## src/rtl/fsm_pair_serializer_if.sv

```systemverilog
// Parallel-in / serial-out handshake bundle for the pair-detection link transmitter.
interface fsm_pair_serializer_if #(
   parameter int unsigned WIDTH = 8
);
   localparam int unsigned PCW = $clog2(WIDTH);

   logic [WIDTH-1:0] data_in;
   logic             load;
   logic             ready;
   logic             ser_out;
   logic             ser_valid;
   logic             done;
   logic [PCW-1:0]   pair_cnt;

   modport master (
      output data_in,
      output load,
      input  ready,
      input  ser_out,
      input  ser_valid,
      input  done,
      input  pair_cnt
   );

   modport slave (
      input  data_in,
      input  load,
      output ready,
      output ser_out,
      output ser_valid,
      output done,
      output pair_cnt
   );
endinterface

```

## src/rtl/fsm_pair_serializer.sv

```systemverilog
// Moore-FSM serializer: captures a parallel word, shifts it out one bit per clock,
// and reports how many adjacent equal-bit pairs the frame contained.
module fsm_pair_serializer #(
   parameter int unsigned WIDTH      = 8,
   parameter bit          MSB_FIRST  = 1'b0,
   parameter bit          IDLE_LEVEL = 1'b0
) (
   input logic                  clk,
   input logic                  rst,
   fsm_pair_serializer_if.slave bus
);
   localparam int unsigned CW  = $clog2(WIDTH) + 1;
   localparam int unsigned PCW = $clog2(WIDTH);

   typedef enum logic [1:0] {
      S_IDLE  = 2'd0,
      S_SHIFT = 2'd1,
      S_DONE  = 2'd2
   } state_t;

   state_t           state_q, state_d;
   logic [WIDTH-1:0] shift_q, shift_d;
   logic [CW-1:0]    bit_cnt_q, bit_cnt_d;
   logic [PCW-1:0]   run_q, run_d;
   logic [PCW-1:0]   pair_q, pair_d;
   logic             ready_q, ready_d;
   logic             ser_q, ser_d;
   logic             valid_q, valid_d;
   logic             done_q, done_d;
   logic             nxt_bit;

   // Next-state and next-output logic; outputs are the registered form of these.
   always_comb begin
      state_d   = state_q;
      shift_d   = shift_q;
      bit_cnt_d = bit_cnt_q;
      run_d     = run_q;
      pair_d    = pair_q;
      ready_d   = 1'b0;
      ser_d     = IDLE_LEVEL;
      valid_d   = 1'b0;
      done_d    = 1'b0;
      nxt_bit   = 1'b0;

      unique case (state_q)
         S_IDLE: begin
            ready_d = 1'b1;
            if (bus.load && ready_q) begin
               state_d   = S_SHIFT;
               shift_d   = bus.data_in;
               bit_cnt_d = '0;
               run_d     = '0;
               ser_d     = MSB_FIRST ? bus.data_in[WIDTH-1] : bus.data_in[0];
               valid_d   = 1'b1;
               ready_d   = 1'b0;
            end
         end

         S_SHIFT: begin
            if (bit_cnt_q == CW'(WIDTH - 1)) begin
               state_d = S_DONE;
               done_d  = 1'b1;
               pair_d  = run_q;
            end else begin
               // shift_q holds the bit on ser_out at its first-out end; peek the one after it
               nxt_bit   = MSB_FIRST ? shift_q[WIDTH-2] : shift_q[1];
               shift_d   = MSB_FIRST ? (shift_q << 1) : (shift_q >> 1);
               bit_cnt_d = bit_cnt_q + CW'(1);
               ser_d     = nxt_bit;
               valid_d   = 1'b1;
               if (nxt_bit == ser_q) begin
                  run_d = run_q + PCW'(1);
               end
            end
         end

         S_DONE: begin
            state_d = S_IDLE;
            ready_d = 1'b1;
         end

         default: begin
            state_d = S_IDLE;
            ready_d = 1'b1;
         end
      endcase
   end

   // State and output registers; reset aborts any frame in flight.
   always_ff @(posedge clk) begin
      if (rst) begin
         state_q   <= S_IDLE;
         shift_q   <= '0;
         bit_cnt_q <= '0;
         run_q     <= '0;
         pair_q    <= '0;
         ready_q   <= 1'b1;
         ser_q     <= IDLE_LEVEL;
         valid_q   <= 1'b0;
         done_q    <= 1'b0;
      end else begin
         state_q   <= state_d;
         shift_q   <= shift_d;
         bit_cnt_q <= bit_cnt_d;
         run_q     <= run_d;
         pair_q    <= pair_d;
         ready_q   <= ready_d;
         ser_q     <= ser_d;
         valid_q   <= valid_d;
         done_q    <= done_d;
      end
   end

   assign bus.ready     = ready_q;
   assign bus.ser_out   = ser_q;
   assign bus.ser_valid = valid_q;
   assign bus.done      = done_q;
   assign bus.pair_cnt  = pair_q;
endmodule

```

## src/flat_wrapper.sv

```systemverilog
// flat-port wrapper written by rule: the top's interface ports become plain ports
module fsm_pair_serializer_flat 
#(
   parameter int unsigned WIDTH      = 8,
   parameter bit          MSB_FIRST  = 1'b0,
   parameter bit          IDLE_LEVEL = 1'b0
)
  (clk, rst, bus_data_in, bus_load, bus_ready, bus_ser_out, bus_ser_valid, bus_done, bus_pair_cnt);
  fsm_pair_serializer_if #(.WIDTH(WIDTH)) bus_i ();
  input logic clk;
  input logic rst;
  input wire logic [$bits(bus_i.data_in)-1:0] bus_data_in;
  input wire logic [$bits(bus_i.load)-1:0] bus_load;
  output wire logic [$bits(bus_i.ready)-1:0] bus_ready;
  output wire logic [$bits(bus_i.ser_out)-1:0] bus_ser_out;
  output wire logic [$bits(bus_i.ser_valid)-1:0] bus_ser_valid;
  output wire logic [$bits(bus_i.done)-1:0] bus_done;
  output wire logic [$bits(bus_i.pair_cnt)-1:0] bus_pair_cnt;
  assign bus_i.data_in = bus_data_in;
  assign bus_i.load = bus_load;
  assign bus_ready = bus_i.ready;
  assign bus_ser_out = bus_i.ser_out;
  assign bus_ser_valid = bus_i.ser_valid;
  assign bus_done = bus_i.done;
  assign bus_pair_cnt = bus_i.pair_cnt;
  fsm_pair_serializer #(.WIDTH(WIDTH), .MSB_FIRST(MSB_FIRST), .IDLE_LEVEL(IDLE_LEVEL)) u_core (.clk(clk), .rst(rst), .bus(bus_i));
endmodule
```

## config.mk

```make
export PLATFORM = sky130hd
export DESIGN_NAME = fsm_pair_serializer_flat
export DESIGN_NICKNAME = d
export VERILOG_FILES = /design/src/rtl/fsm_pair_serializer_if.sv /design/src/rtl/fsm_pair_serializer.sv /design/src/flat_wrapper.sv
export SDC_FILE = /design/constraint.sdc
export NUM_CORES = 1
export LEC_CHECK = 0
export BUFFER_PORTS_ARGS = -buffer_cell sky130_fd_sc_hd__buf_4
export CORE_ASPECT_RATIO = 1.5
export CORE_MARGIN = 1.5
export CORE_UTILIZATION = 53
export DETAILED_ROUTE_END_ITERATION = 12
export PLACE_DENSITY_LB_ADDON = 0.25
export REMOVE_ABC_BUFFERS = 1
export SYNTH_ARGS = -nofsm -noshare
export SYNTH_HDL_FRONTEND = slang
export SYNTH_SLANG_ARGS = --single-unit
```

## constraint.sdc

```tcl
create_clock -name clk -period 2.3 [get_ports clk]
set_clock_uncertainty 0.2 [all_clocks]
set_input_delay 0.345 -clock clk [delete_from_list [all_inputs] [get_ports clk]]
set_output_delay 0.345 -clock clk [all_outputs]
set_load 0.05 [all_outputs]
```

Word-level counts from Yosys, hierarchy flattened:

Cells that the tools add are included.

* flip-flop bits (word level): 24

* add/subtract/negate cells: 2
* equality and inequality tests: 7
* reduce and logical (&&, ||, !) cells: 8
* mux-type cells: 22
* bitwise gates (word level): 1

Operators with widths (number)
* 8-bit 2-to-1 mux: 2
* 8-bit one-hot mux with 2 select lines: 1
* 3-bit 2-to-1 mux: 3
* 4-bit 2-to-1 mux: 2
* 4-bit one-hot mux with 2 select lines: 1
* 1-bit 2-to-1 mux: 6
* 2-bit by 1-bit != test with 1-bit output (second input constant): 3
* 1-bit one-hot mux with 2 select lines: 3
* 3-bit one-hot mux with 2 select lines: 1
* 4-bit by 1-bit adder with 4-bit output (second input constant): 1
* 4-bit by 3-bit == test with 1-bit output (second input constant): 1
* 2-bit 2-to-1 mux: 2
* 2-bit one-hot mux with 2 select lines: 1
* 2-bit AND reduction: 2
* 4-bit AND reduction: 1
* 3-bit by 1-bit adder with 3-bit output (second input constant): 1
* 3-bit AND reduction: 1
* 2-bit by 1-bit == test with 1-bit output (second input constant): 1
* 2-bit zero test: 1
* 2-bit != test (second input constant): 1
* 2-bit nonzero test: 1
* 2-bit OR reduction: 1
* 1-bit == test: 1
* 1-bit logical AND: 1
* 1-bit inverter: 1

Depth between registers and ports, before layout:

Gate-level depths: netlist (run 1).

* depth after elaboration: 4
* depth in mapped cells: 5

Worst setup path before layout (run 1):

No wires, ideal clock.

* kind: register to register
* start point: register u_core.bit_cnt_q[0]
* end point: register u_core.run_q[0]
* setup slack: 0.571 ns
* required time: 2.026 ns
* clock period less this slack: 1.729 ns
* library setup time: 0.074 ns
* data arrival time: 1.455 ns
* stages on the path, launching flop included: 6
* path through: dfxtp_1 -> ha_1 -> and3b_1 -> buf_6 -> or4_1 -> a31oi_1

* cells in the longest elaborated chain, start to end: 3

RTL lines
* start, declared: RTL line fsm_pair_serializer.sv:23 `logic [CW-1:0] bit_cnt_q, bit_cnt_d;`
* start signal, assigned: RTL line fsm_pair_serializer.sv:104 `bit_cnt_q <= bit_cnt_d;`
* 4-bit by 3-bit == test with 1-bit output: RTL line fsm_pair_serializer.sv:60 `if (bit_cnt_q == CW'(WIDTH - 1)) begin`
* 2-bit != test (no line)
* 4-bit AND reduction (no line)
* end signal, assigned: RTL line fsm_pair_serializer.sv:105 `run_q <= run_d;`
* end, declared: RTL line fsm_pair_serializer.sv:24 `logic [PCW-1:0] run_q, run_d;`

Every way passes these cells.
A chain may end at the register's enable or synchronous reset.

Worst setup path after layout (run 1):

Ends and elaborated chain as after synthesis.

==> results summary, run 1 <==
The largest net degree at the start of global routing came out at 25. The number of instances resized during post-cts repair is 0. The number of instances in the synthesized netlist came out at 117. After detailed routing, the total wire length is 2220 µm.

During placement, the flow inserted port buffers numbering 17. In this run the worst hold path is classified as in2reg. The number of antenna cells inserted came out at 0. The flow ran to the end, and the final reports show no timing, DRC or antenna violations. The weighted congestion at the end of routability-driven global placement is 0.722. The share of cells above drive strength 1 came out at 0.189. During I/O placement, the number of pins put on the boundary was 18.

Yosys mapped a number of flops with a built-in enable equal to 0. The clock transition at the registers of the reported paths came out at 0.12 ns. The dominant combinational cell family by area after synthesis is compound AO/OA/AOI/OAI gates. Counting instances in the post-synthesis netlist gives the leading cell types as dfxtp_1 (23), nand2_1 (14), a21oi_1 (9). The number of synthesized register bits is 23. Of all cell types, the one taking the most synthesized area is dfxtp_1.

Setup violations remaining at the end of the flow were counted as 0. The synthesized-area fraction occupied by and/or/nand/nor cells is 0.203. The parity-gate share of the synthesized area counting xor and xnor cells came out at 0.0166.

The number of nets in the finished design came out at 146. The post-route total power is 775 µW. Post-CTS timing repair inserted 0 buffers for setup. The maximum number of buffers from clock root to sink came out at 2. The reported leakage power is 0.468 nW. The mean instance size in the synthesized netlist came out at 8.99 µm².

The transition time at the pin with the least slew margin came out at 0.531 ns. The smallest clock period supported by the final layout is computed as 1.84 ns. The timing-limited maximum frequency is 544 MHz. In the finished design, the share of the clock period the worst path needs comes to 0.799. The area overhead of the layout relative to synthesis is 15.0%. The number of global-route vias before repair is 854. The layout has 186 filler cells. The clock tree from TritonCTS is yes. The tree built by TritonCTS fans out to 23 sinks. The estimated wirelength of the detail-placed design came out at 1530 µm.

The die covers 2270 µm². The TritonCTS buffer count came out at 3. The first global-routing pass estimated 3800 µm of wire. The relative slew slack came out at 0.646. The critical path is of the reg2reg type. The total number of H-tree levels came out at 1. The number of instances on the worst hold path is 3. Among all flip-flop cells after synthesis, the most frequent one is dfxtp_1.

Of all nets on the critical path, the largest fanout is 10. The total number of vias came out at 938. The sequential area share after synthesis came out at 0.438.

After detailed routing, the number of vias per cell comes to 6.13. The initial antenna violation count came to 0. The final-layout setup total negative slack is 0 ns.

The core region is 1850 µm². dfxtp_1 is the most common cell in the netlist. The post-synthesis compound-gate area fraction is 0.265. The fraction of synthesized area in multiplexers came out at 0.

Setup repair after global routing left no endpoint under its margin. The capturing element type of the critical path is a register. The worst hold path begins at bus_data_in[7]. The number of hold violations in the final report came to 0. The number of rows created at floorplan came out at 19.

The fraction of synthesized cell area taken by the top area cell type came out at 0.438. Once detail routing completed, the nets flagged for antenna violations numbered 0. The clock network latency to the later pin of the worst-skew pair came out at 0.30 ns. The peak supply drop came out at 412 µV. The power per standard cell area is 641 nW/µm². The worst min-delay path endpoint is u_core.shift_q[7]. The data arrival time of the critical path is 1.87 ns.

The worst setup slack for register-to-register paths came out at 0.46 ns. The minimum hold slack is 0.0799 ns. The detailed-route DRC error count is 0.

Registers take 460 µm². The worst register-to-register path begins at u_core.bit_cnt_q[0]. The synthesized cell area is 1050 µm². STA classifies the critical path startpoint as a register. The number of iterations in the first detailed-routing pass came out at 4.

The hold-fix buffer count after cts is 0. The count of final max-slew check failures was 0. The number of max-capacitance violations reported came out at 0. Of the total synthesized cell area, the portion taken by full adders, half adders and majority gates is 0.0238.

The clock root buffer master is clkbuf_4. After the first detailed-routing iteration, the DRC count stood at 19. The floorplan die width is 39.4 µm. The total routing usage reported by global routing came out at 0.232.

The effective utilization at floorplan came out at 0.567. The number of cell instances on the worst register-to-register path came out at 4. The detailed-route wire length per cell is 14.5 µm. For this run, asynchronously set or reset flops after synthesis account for 0.

The worst register-to-register path ends at u_core.run_q[0]. The total overflow left after global routing is 0. For the worst setup path, the data required time is 2.34 ns. The smallest setup slack after layout came out at 0.463 ns.

The die height is 57.6 µm. At the placement stage, the worst setup path has a slack of 0.500 ns. The area of the multi-input gates is 536 µm². The number of different library cells in the post-synthesis netlist is 35.

By area the synthesized netlist is led by dfxtp_1 (44%), nand2_1 (5.0%), a311oi_1 (5.0%), a21oi_1 (4.3%), a211oi_1 (4.3%). The number of warning messages in the yosys log came out at 0.
[report_power, final]
part	internal, mW	total (mW)	leakage (nW)	switching, mW
Sequential	0.424	0.444	0.188	0.0198
Clock	0.0676	0.185	0.0150	0.117
Combinational	0.0580	0.146	0.265	0.0881
[worst max-delay path, stage by stage, from the launching register on]
cell,delay [ns]
dfxtp_1,0.35
ha_1,0.25
and3b_1,0.30
or4_1,0.49
a31oi_1,0.17
[cell usage in the layout (no fill, tap or decap), types with 2 or more instances in the layout]
| cell type | instances |
|---|---|
| nand2_1 | 14 |
| nand4_1 | 2 |
| nand2b_1 | 2 |
| clkbuf_4 | 3 |
| or4_1 | 2 |
| o21ai_0 | 4 |
| a311oi_1 | 6 |
| buf_4 | 21 |
| nand3_1 | 7 |
| ha_1 | 2 |
| a31oi_1 | 2 |
| o211ai_1 | 5 |
| dfxtp_1 | 23 |
| nor3_1 | 3 |
| a211o_1 | 2 |
| a21oi_1 | 9 |
| and2_1 | 2 |
| a211oi_1 | 6 |
[routing by layer]
layer | track usage | share of wire
met1 | 0.309 | 0.46
met2 | 0.369 | 0.49
met3 | 0.0233 | 0.033
met4 | 0.103 | 0.014
met5 | 0 | 0
[state kept, by name, summed over array words and instances (netlist names)]
name,count
u_core.shift_q,7
u_core.bit_cnt_q,4
u_core.bus.ser_out,1
u_core.state_q,2
u_core.run_q,3
u_core.bus.ready,1
u_core.bus.pair_cnt,3
u_core.bus.done,1
u_core.bus.ser_valid,1
[layout make-up]
class                   instances  share of cell area
flip-flops and latches         23               0.381
clock buffers                   4              0.0217
inverters                       1             0.00310
multi-input cells              83               0.443
well taps                      21              0.0217
repair buffers                 21               0.130
[how the worst max path moves through the flow]
stage | startpoint | end
global route | u_core.bit_cnt_q[0] | u_core.run_q[0]
global placement | u_core.bit_cnt_q[0] | u_core.run_q[0]
floorplan | u_core.bus.ready | u_core.shift_q[1]
detailed placement | u_core.bit_cnt_q[0] | u_core.run_q[0]
CTS | u_core.bit_cnt_q[0] | u_core.run_q[0]
finish | u_core.bit_cnt_q[0] | u_core.run_q[0]
[kinds of logic (layout without fill, tap and decap cells)]
family	after synthesis	count (layout)
buf+inv	11	26
compound gates	40	40
xor+xnor	2	2
simple gates	39	39
flops	23	23
fa+ha+maj	2	2
[stage by stage]
stage / std cells / utilization / area, µm²
floorplan: 107 / - / 1000
finish: 153 / 0.652 / 1210
global route: 153 / 0.652 / 1210
detailed placement: 149 / 0.638 / 1180
global placement: 149 / 0.638 / 1180
CTS: 153 / 0.652 / 1210
Power figures use the tool's default switching activity.
==> run 2: changes to the inputs <==
==> constraint.sdc (replaced) <==
create_clock -name clk -period 1.81 [get_ports clk]
set_clock_uncertainty 0.2 [all_clocks]
set_input_delay 0.2715 -clock clk [delete_from_list [all_inputs] [get_ports clk]]
set_output_delay 0.2715 -clock clk [all_outputs]
set_load 0.05 [all_outputs]
==> run 2 against run 1 <==
Effect of this change:
- cell count up 2.0%
- combinational power up 29%
- critical path type unchanged
- critical path depth unchanged
- utilization up 1.6 points
- sequential share of layout area down 0.92 points
- hold slack worse by 0.059 ns
- critical endpoint unchanged
- global-route usage down 0.12 points
- register-to-register slack worse by 0.36 ns
==> results summary, run 2 (synthesis gave the netlist of run 1 again) <==
The flow ran to the end, and the final reports show no timing, DRC or antenna violations. The number of buffers added for setup after CTS is 0. Tracing the worst setup path back leads to its startpoint at u_core.bit_cnt_q[0]. The post-route standard cell area excluding fillers is 1240 µm². The detailed-route DRC error count is 0.

Hold is met by 0.0205 ns. The count of final max-slew check failures is 0. The smallest clock period supported by the final layout is computed as 1.71 ns.

The first global-routing pass estimated 3730 µm of wire. In this run the number of H-tree levels came out at 1. The total setup violations reported at the end of the flow is 0.

The number of top-level pins came out at 18. The number of clock sinks is 23. At the end of routability-driven placement, the weighted congestion stood at 0.766. The effective utilization at floorplan is 0.567.

After floorplanning, the core was divided into 19 placement rows. The first-iteration detailed-routing DRC count is 29. The timing-limited maximum frequency came out at 586 MHz. TritonCTS built the clock tree. The total routing usage reported by global routing is 0.231.

Total power for the finished layout comes to 991 µW. The transition time at the pin with the least slew margin came out at 0.372 ns. The tightest min-delay check is of the in2reg type.

The number of cells on the worst reg-to-reg path is 4. The utilization of the core after routing came out at 0.669. Data arrives at the worst endpoint at 1.76 ns. The clock transition at the registers of the reported paths came out at 0.12 ns. The number of max-capacitance violations reported is 0. The total wire length came out at 2240 µm. The final-layout setup total negative slack is 0 ns. Fill cells in the final layout number 173.

The die covers 2270 µm². The reported leakage power came out at 0.481 nW. The number of routed nets with antenna violations is 0. The number of hold violations in the final report is 0. The peak supply drop came out at 631 µV. The clock network latency to the later pin of the worst-skew pair came out at 0.31 ns. The estimated wirelength of the detail-placed design came out at 1520 µm. The startpoint type of the worst setup path is a register. Ranked by flip-flop count, first place goes to u_core.shift_q.

The count of placed standard cells in the final layout, fillers left out came out at 156. The power per standard cell area is 799 nW/µm². Measured along the y axis, the die boundary spans 57.6 µm. The area of placed instances is 1200 µm². The number of flip-flops under the largest register name is 7.

The worst setup slack before clock tree synthesis is 0.0902 ns. The TritonCTS buffer count came out at 3. The number of antenna cells inserted came out at 0. STA puts the critical path data required time at 1.86 ns.

The clock root buffer master is clkbuf_4. The worst register-to-register path begins at u_core.bit_cnt_q[0]. Of the available clock period, the critical path in the final layout requires 0.943. The sequential cell area came out at 460 µm². Counting tap cells, the placed design contains a total of 151 instances. The area of the multi-input gates came out at 539 µm². In the layout the commonest cells are buf_4 (23), dfxtp_1 (23), nand2_1 (14). The area overhead of the layout relative to synthesis is 17.8%. The number of nets in the finished design is 149.

The largest net degree at the start of global routing came out at 25. The largest registers in the layout are u_core.shift_q (7), u_core.bit_cnt_q (4). The maximum number of buffers from clock root to sink is 2. STA classifies the critical path endpoint as a register. The maximum fanout along the worst path is 6.

The first detailed-routing pass took 4 iterations. The vias per cell is 6.27. The core outline area came out at 1850 µm².

Headroom to the max-slew limit came out at 0.752. In this run the critical register-to-register path is captured at u_core.run_q[0]. Summed over all layers, the global routing overflow is 0.

The number of port buffers is 17. Across all register-to-register paths, the minimum setup slack is 0.10 ns. The share of cells above drive strength 1 came out at 0.222.

The total number of vias is 978. The floorplan die width is 39.4 µm. Setup repair after global routing left no endpoint under its margin. The smallest setup slack after layout came out at 0.102 ns. The number of global-route vias before repair is 865. The initial antenna violation count was 0.

The worst setup path is of the reg2reg kind. After detailed routing, the average wire length per cell comes to 14.3 µm. The critical path capture point is u_core.run_q[0].
-- run 2: cell count changes in the layout (fill, tap and decap cells not counted) --
cell	before	now
and3b_1	1	0
and3b_2	0	1
buf_4	21	23
clkbuf_1	1	0
clkinv_2	0	1
dlygate4sd3_1	0	1
ha_1	2	1
ha_2	0	1
-- run 2: report_power, final --
group / internal [mW] / switching [mW]
Sequential: 0.539 / 0.0249
Combinational: 0.0778 / 0.111
Clock: 0.0828 / 0.155
Total: 0.699 / 0.291
-- run 2: per-layer routing --
metal | routed length [µm] | global-route usage
met1 | 1010 | 0.298
met2 | 1120 | 0.376
met3 | 70 | 0.0233
met4 | 46 | 0.103
met5 | 0 | 0
-- run 2: repair_timing --
item	4_1_cts	5_1_grt
hold endpoints to repair	1	0
endpoints found under the setup margin	0	1
resized for setup	0	2
hold buffers	1	0
-- run 2: final cells by class --
| cell class | instances | area share |
|---|---|---|
| Tap cell | 21 | 0.0212 |
| Clock buffer | 3 | 0.0182 |
| Timing Repair Buffer | 24 | 0.147 |
| Clock inverter | 1 | 0.00404 |
| Sequential cell | 23 | 0.371 |
| Multi-Input combinational cell | 83 | 0.435 |
| Inverter | 1 | 0.00303 |
-- run 2: critical path, cell delays in order (launching register included) --
cell	delay, ns
dfxtp_1	0.35
ha_2	0.22
and3b_2	0.25
or4_1	0.47
a31oi_1	0.16
-- run 2: how the worst min path moves through the flow --
stage                                 from                     end  slack (ns)  cells past startpoint
finish                      bus_data_in[3]       u_core.shift_q[3]        0.02                      3
global route                bus_data_in[4]       u_core.shift_q[4]        0.03                      3
CTS                         bus_data_in[6]       u_core.shift_q[6]        0.01                      3
detailed placement  u_core.bus.pair_cnt[0]  u_core.bus.pair_cnt[0]        0.28                      2
global placement    u_core.bus.pair_cnt[1]  u_core.bus.pair_cnt[1]        0.26                      2
floorplan                              rst     u_core.bit_cnt_q[1]        0.14                      1
